==> src/rtl/fifo_wr_arbiter_if.sv <==
`default_nettype none
// ============================================================================
//  Module   : fifo_wr_arbiter_if
//  Brief    : Requester/FIFO-side bundle for the round-robin write arbiter.
//  Revision : 1.0 - initial release
// ============================================================================
interface fifo_wr_arbiter_if #(
  parameter int Num_req    = 4,
  parameter int Data_width = 8
);
  logic [Num_req-1:0]            req;
  logic [Num_req-1:0]            req_last;
  logic [Num_req*Data_width-1:0] req_data;
  logic                          fifo_full;
  logic [Num_req-1:0]            gnt;
  logic                          wr_en;
  logic [Data_width-1:0]         wr_data;
  logic                          busy;

  // Producer/FIFO side drives requests and the full flag.
  modport master (
    output req, req_last, req_data, fifo_full,
    input  gnt, wr_en, wr_data, busy
  );

  // Arbiter side.
  modport slave (
    input  req, req_last, req_data, fifo_full,
    output gnt, wr_en, wr_data, busy
  );
endinterface
`default_nettype wire

==> src/rtl/fifo_wr_arbiter.sv <==
`default_nettype none
// ============================================================================
//  Module   : fifo_wr_arbiter
//  Brief    : Round-robin burst arbiter sharing one FIFO write port, full-gated.
//  Revision : 1.0 - initial release
// ============================================================================
module fifo_wr_arbiter #(
  parameter int Num_req    = 4,
  parameter int Data_width = 8,
  parameter int Max_burst  = 8
) (
  input logic              clk,
  input logic              rst,
  fifo_wr_arbiter_if.slave bus
);

  localparam int c_ptr_w = $clog2(Num_req);
  localparam int c_cnt_w = $clog2(Max_burst) + 1;
  localparam logic [c_cnt_w-1:0] c_cnt_last = c_cnt_w'(Max_burst - 1);
  localparam logic [c_ptr_w-1:0] c_ptr_top  = c_ptr_w'(Num_req - 1);

  typedef enum logic [0:0] {
    IDLE  = 1'b0,
    BURST = 1'b1
  } state_t;

  state_t               r_state;
  logic [Num_req-1:0]   r_gnt;
  logic [c_ptr_w-1:0]   r_ptr;
  logic [c_cnt_w-1:0]   r_cnt;

  state_t               w_state_nxt;
  logic [Num_req-1:0]   w_gnt_nxt;
  logic [c_ptr_w-1:0]   w_ptr_nxt;
  logic [c_cnt_w-1:0]   w_cnt_nxt;

  logic                 w_found;
  logic [c_ptr_w-1:0]   w_win_idx;
  logic [c_ptr_w-1:0]   w_gnt_idx;
  logic                 w_req_g;
  logic                 w_last_g;
  logic                 w_beat;
  logic                 w_end;
  logic [Data_width-1:0] w_wr_data;

  // Rotating priority search: walk downward so the index nearest ptr wins.
  always_comb begin : p_search
    int v_sum;
    logic [c_ptr_w-1:0] v_idx;
    v_sum     = 0;
    v_idx     = '0;
    w_found   = 1'b0;
    w_win_idx = '0;
    for (int i = Num_req - 1; i >= 0; i--) begin
      v_sum = int'(r_ptr) + i;
      if (v_sum >= Num_req) begin
        v_sum = v_sum - Num_req;
      end
      v_idx = c_ptr_w'(v_sum);
      if (bus.req[v_idx]) begin
        w_found   = 1'b1;
        w_win_idx = v_idx;
      end
    end
  end

  always_comb begin : p_gnt_decode
    w_gnt_idx = '0;
    w_wr_data = '0;
    for (int i = 0; i < Num_req; i++) begin
      if (r_gnt[i]) begin
        w_gnt_idx = c_ptr_w'(i);
        w_wr_data = w_wr_data | bus.req_data[i*Data_width +: Data_width];
      end
    end
  end

  assign w_req_g  = |(r_gnt & bus.req);
  assign w_last_g = |(r_gnt & bus.req & bus.req_last);
  assign w_beat   = w_req_g & ~bus.fifo_full;
  // Abandon wins even while stalled; last/cutoff only count on an accepted beat.
  assign w_end    = ~w_req_g | (w_beat & (w_last_g | (r_cnt == c_cnt_last)));

  always_comb begin : p_next
    w_state_nxt = r_state;
    w_gnt_nxt   = r_gnt;
    w_ptr_nxt   = r_ptr;
    w_cnt_nxt   = r_cnt;
    case (r_state)
      IDLE: begin
        if (w_found) begin
          w_state_nxt           = BURST;
          w_gnt_nxt             = '0;
          w_gnt_nxt[w_win_idx]  = 1'b1;
          w_cnt_nxt             = '0;
        end
      end
      BURST: begin
        if (w_end) begin
          w_state_nxt = IDLE;
          w_gnt_nxt   = '0;
          w_cnt_nxt   = '0;
          w_ptr_nxt   = (w_gnt_idx == c_ptr_top) ? '0 : w_gnt_idx + c_ptr_w'(1);
        end else if (w_beat) begin
          w_cnt_nxt = r_cnt + c_cnt_w'(1);
        end
      end
      default: begin
        w_state_nxt = IDLE;
        w_gnt_nxt   = '0;
        w_cnt_nxt   = '0;
      end
    endcase
  end

  always_ff @(posedge clk or negedge rst) begin : p_regs
    if (!rst) begin
      r_state <= IDLE;
      r_gnt   <= '0;
      r_ptr   <= '0;
      r_cnt   <= '0;
    end else begin
      r_state <= w_state_nxt;
      r_gnt   <= w_gnt_nxt;
      r_ptr   <= w_ptr_nxt;
      r_cnt   <= w_cnt_nxt;
    end
  end

  assign bus.gnt     = r_gnt;
  assign bus.wr_en   = w_beat;
  assign bus.wr_data = w_wr_data;
  assign bus.busy    = (r_state == BURST);

endmodule
`default_nettype wire

==> src/flat_wrapper.sv <==
// flat-port wrapper written by rule: the top's interface ports become plain ports
module fifo_wr_arbiter_flat 
#(
  parameter int Num_req    = 4,
  parameter int Data_width = 8,
  parameter int Max_burst  = 8
)
  (clk, rst, bus_req, bus_req_last, bus_req_data, bus_fifo_full, bus_gnt, bus_wr_en, bus_wr_data, bus_busy);
  fifo_wr_arbiter_if #(.Num_req(Num_req), .Data_width(Data_width)) bus_i ();
  input logic clk;
  input logic rst;
  input wire logic [$bits(bus_i.req)-1:0] bus_req;
  input wire logic [$bits(bus_i.req_last)-1:0] bus_req_last;
  input wire logic [$bits(bus_i.req_data)-1:0] bus_req_data;
  input wire logic [$bits(bus_i.fifo_full)-1:0] bus_fifo_full;
  output wire logic [$bits(bus_i.gnt)-1:0] bus_gnt;
  output wire logic [$bits(bus_i.wr_en)-1:0] bus_wr_en;
  output wire logic [$bits(bus_i.wr_data)-1:0] bus_wr_data;
  output wire logic [$bits(bus_i.busy)-1:0] bus_busy;
  assign bus_i.req = bus_req;
  assign bus_i.req_last = bus_req_last;
  assign bus_i.req_data = bus_req_data;
  assign bus_i.fifo_full = bus_fifo_full;
  assign bus_gnt = bus_i.gnt;
  assign bus_wr_en = bus_i.wr_en;
  assign bus_wr_data = bus_i.wr_data;
  assign bus_busy = bus_i.busy;
  fifo_wr_arbiter #(.Num_req(Num_req), .Data_width(Data_width), .Max_burst(Max_burst)) u_core (.clk(clk), .rst(rst), .bus(bus_i));
endmodule
==> config.mk <==
export PLATFORM = sky130hd
export DESIGN_NAME = fifo_wr_arbiter_flat
export DESIGN_NICKNAME = d
export VERILOG_FILES = /design/src/rtl/fifo_wr_arbiter_if.sv /design/src/rtl/fifo_wr_arbiter.sv /design/src/flat_wrapper.sv
export SDC_FILE = /design/constraint.sdc
export NUM_CORES = 1
export LEC_CHECK = 0
export BUFFER_PORTS_ARGS = -buffer_cell sky130_fd_sc_hd__buf_2
export CORE_MARGIN = 3
export CORE_UTILIZATION = 33
export DETAILED_ROUTE_END_ITERATION = 10
export PLACE_DENSITY = 0.73
export SYNTH_ARGS = -nofsm -noshare
export SYNTH_HDL_FRONTEND = slang
export SYNTH_SLANG_ARGS = --single-unit
==> constraint.sdc <==
create_clock -name clk -period 2 [get_ports clk]
set_input_delay 0.4 -clock clk [delete_from_list [all_inputs] [get_ports clk]]
set_output_delay 0.4 -clock clk [all_outputs]
set_load 0.02 [all_outputs]
==> impl_metrics.json <==
{
  "grt_setup_unrepaired": "false",
  "r2r.worst_path.cells": 5,
  "synth.yosys.warnings": 0,
  "dr.pass1.iters": 4,
  "pwr_density_cell_mw_per_mm2": 1140,
  "antenna-diode-count": 0,
  "drt_iter0_markers": 35,
  "vias_in_the_first_global_route": 1095,
  "detailedPlace.worstSlack_ps": 334,
  "proportion_of_netlist_area_held_by_the_largest_area_contributor_pct": 31.5,
  "buffer_ports.inserted": 56,
  "required_ps": 1600,
  "seqCellArea_um2": 275,
  "routed_wl_um": 2810,
  "post-route-period-util_pct": 90.7,
  "p_leak_uw": 0.000632,
  "vertical_die_dimension_um": 57.4,
  "drtAntennaViolNets": 0,
  "fin_nets": 212,
  "worst_slew_margin_rel_pct": 72.3,
  "starting_density_of_the_core_pct": 34.9,
  "clock-skew-final_ps": 5.73,
  "layout.cell_area.non_filler_mm2": 0.00123,
  "worst_setup_path_startpoint": "u_core.bus.gnt[3]",
  "gr-usage-all-layers_pct": 17.9,
  "cts_resized": 0,
  "layout.filler_cells": 248,
  "synth.area.top_cells": "sky130_fd_sc_hd__dfrtp_1 32%, sky130_fd_sc_hd__a22oi_1 15%, sky130_fd_sc_hd__inv_1 4.3%, sky130_fd_sc_hd__nand2_1 4.3%, sky130_fd_sc_hd__mux2i_1 3.4%",
  "numCtsBuffers": 3,
  "period_minus_slack_ps": 1810,
  "clk-insertion-delay-late_ps": 280,
  "reg2reg_setup_slack_ps": 390,
  "crit_type": "register to output port",
  "final_common_cell": "sky130_fd_sc_hd__buf_2",
  "overflow": 0,
  "yosysUniqueCellTypes": 33,
  "fin_tns_setup_ps": 0,
  "worst_setup_hold_path_clk_slew_ps": 80,
  "number_of_enable_type_register_cells_in_the_synthesized_netlist": 0,
  "worstSetupStartpointType": "register",
  "multi_input_area_um2": 534,
  "instance_count_of_the_mapped_netlist": 108,
  "hpwl_um": 2250,
  "area_growth_pct": 41.0,
  "max_freq_mhz": 551,
  "final_number_of_setup_violating_endpoints": 0,
  "worst-slew-pin-transition_ps": 415,
  "design.portCount": 57,
  "portion_of_the_post_synthesis_area_used_by_sequential_elements_pct": 31.5,
  "routed_wire_length_per_instance_um": 14.3,
  "endpoint_arrival_time_on_the_critical_path_ps": 1410,
  "routed_via_density": 5.56,
  "regToRegEndpoint": "u_core.bus.gnt[0]",
  "maxUsedRoutingLayer": "met4",
  "top_fanout_value_on_the_critical_path": 6,
  "tritoncts_num_sinks": 11,
  "maximum_number_of_pins_on_one_net_before_global_route_repair": 13,
  "post_synth.cell_area_avg_um2": 8.09,
  "wl_met2_um": 1450,
  "post-route-worst-setup-slack_ps": 185,
  "netlist_area_um2": 873,
  "placeableCoreArea_mm2": 0.00250,
  "synth-main-ff-cell": "sky130_fd_sc_hd__dfrtp_1",
  "fp.dieW_um": 57.4,
  "clock_path_buffers": 2,
  "max-cap-violations": 0,
  "endpoint_kind": "output port",
  "synth_seq_cells": 11,
  "drc": 0,
  "tritoncts": "done",
  "timing.critical_path.to": "bus_wr_en",
  "worst_hold_path_type": "primary input to asynchronous set/reset pin",
  "wl_met3_um": 178,
  "synth-async-reset-ratio_pct": 100,
  "layout-drive-gt1-share_pct": 38.9,
  "status": "complete, no violations",
  "timing.final.hold_violations": 0,
  "hold_slack_ps": 518,
  "std_cell_rows": 18,
  "num_vias": 1096,
  "synth_top_area_cell": "sky130_fd_sc_hd__dfrtp_1",
  "r2r-start": "u_core.r_cnt[0]",
  "total_power_uw": 1400,
  "drt-met1-wl_um": 1130,
  "grt_pass1_wl_um": 4630,
  "routabilityCongestion": 0.920,
  "count_of_pins_over_their_slew_limit": 0,
  "post_dp_cell_area_mm2": 0.00119,
  "cts_post_setup_buffers_inserted": 0,
  "die-area_mm2": 0.00330,
  "synth_fp_nets": 152,
  "htree_levels": 1,
  "initial_antenna_violation_count": 0,
  "peakVddDrop_mv": 0.671,
  "most_frequent_cells_in_the_layout": "56 x sky130_fd_sc_hd__buf_2, 18 x sky130_fd_sc_hd__a22oi_1, 11 x sky130_fd_sc_hd__dfrtp_1, 10 x sky130_fd_sc_hd__nand2_1, 10 x sky130_fd_sc_hd__inv_1",
  "clock-root-buffer": "sky130_fd_sc_hd__clkbuf_4"
}
==> cell type report <==
type | instances | area share [%]
multi-input cells | 81 | 43.4
repair buffers | 61 | 26.0
flip-flops and latches | 11 | 22.4
inverters | 10 | 3.05
well taps | 30 | 3.05
clock buffers | 4 | 2.13
==> layer usage <==
metal	GRT usage, %	up-vias
met5	0	-
met4	9.60	0
met3	3.62	6
met2	29.5	36
met1	21.6	524
li1	-	530
==> worst max-delay path: stages, from the launching register on <==
cell	delay, ps
sky130_fd_sc_hd__dfrtp_1	440
sky130_fd_sc_hd__a22o_1	220
sky130_fd_sc_hd__nor2_1	250
sky130_fd_sc_hd__nor2_1	60
sky130_fd_sc_hd__buf_2	160
==> power breakdown <==
part,internal (uW),switching [uW],total [uW]
Sequential,279,64.2,343
Clock,77.5,85.2,163
Combinational,354,540,894
==> cell families after synthesis <==
group | Yosys count | synth area share [%]
simple gates | 33 | 17.9
compound gates | 42 | 36.4
mux | 3 | 3.44
fa+ha+maj | 1 | 1.43
buf+inv | 16 | 7.31
flops | 11 | 31.5
xor+xnor | 2 | 2.01
==> Yosys cell counts (all sizes together), types with 2 or more instances <==
library cell,n
mux2i,3
clkbuf,2
a21oi,2
inv,10
a22oi,18
xnor2,2
o21ai,6
a22o,2
dfrtp,11
o32ai,2
nand3b,2
a32o,2
nor2,8
and2,2
a211oi,2
nand3,6
nand2,10
buf,4
o22ai,2
==> worst min path at each step <==
| stage | end | from | slack [ps] | cells past startpoint |
|---|---|---|---|---|
| 2_1_floorplan | u_core.bus.busy | rst | 100 | 0 |
| 3_3_place_gp | u_core.r_ptr[1] | rst | 280 | 1 |
| 3_5_place_dp | u_core.r_ptr[1] | rst | 290 | 1 |
| 4_1_cts | u_core.r_ptr[0] | rst | 520 | 2 |
| 5_1_grt | u_core.r_ptr[0] | rst | 540 | 2 |
| 6_report | u_core.r_ptr[0] | rst | 520 | 2 |
==> state kept, by name (all words and copies together) (netlist names) <==
name,count
u_core.bus.gnt,4
u_core.bus.busy,1
u_core.r_cnt,4
u_core.r_ptr,2
==> repair_timing <==
item / CTS / global route
hold buffers: 1 / 0
endpoints found under the hold margin: 11 / 0
endpoints found under the setup margin: 0 / 0
==> stage by stage <==
step / cells / util, %
floorplan: 108 / -
global placement: 192 / 47.8
detailed placement: 192 / 47.8
CTS: 197 / 49.2
global route: 197 / 49.2
finish: 197 / 49.2
No activity file was read; power rests on OpenSTA's default activity.
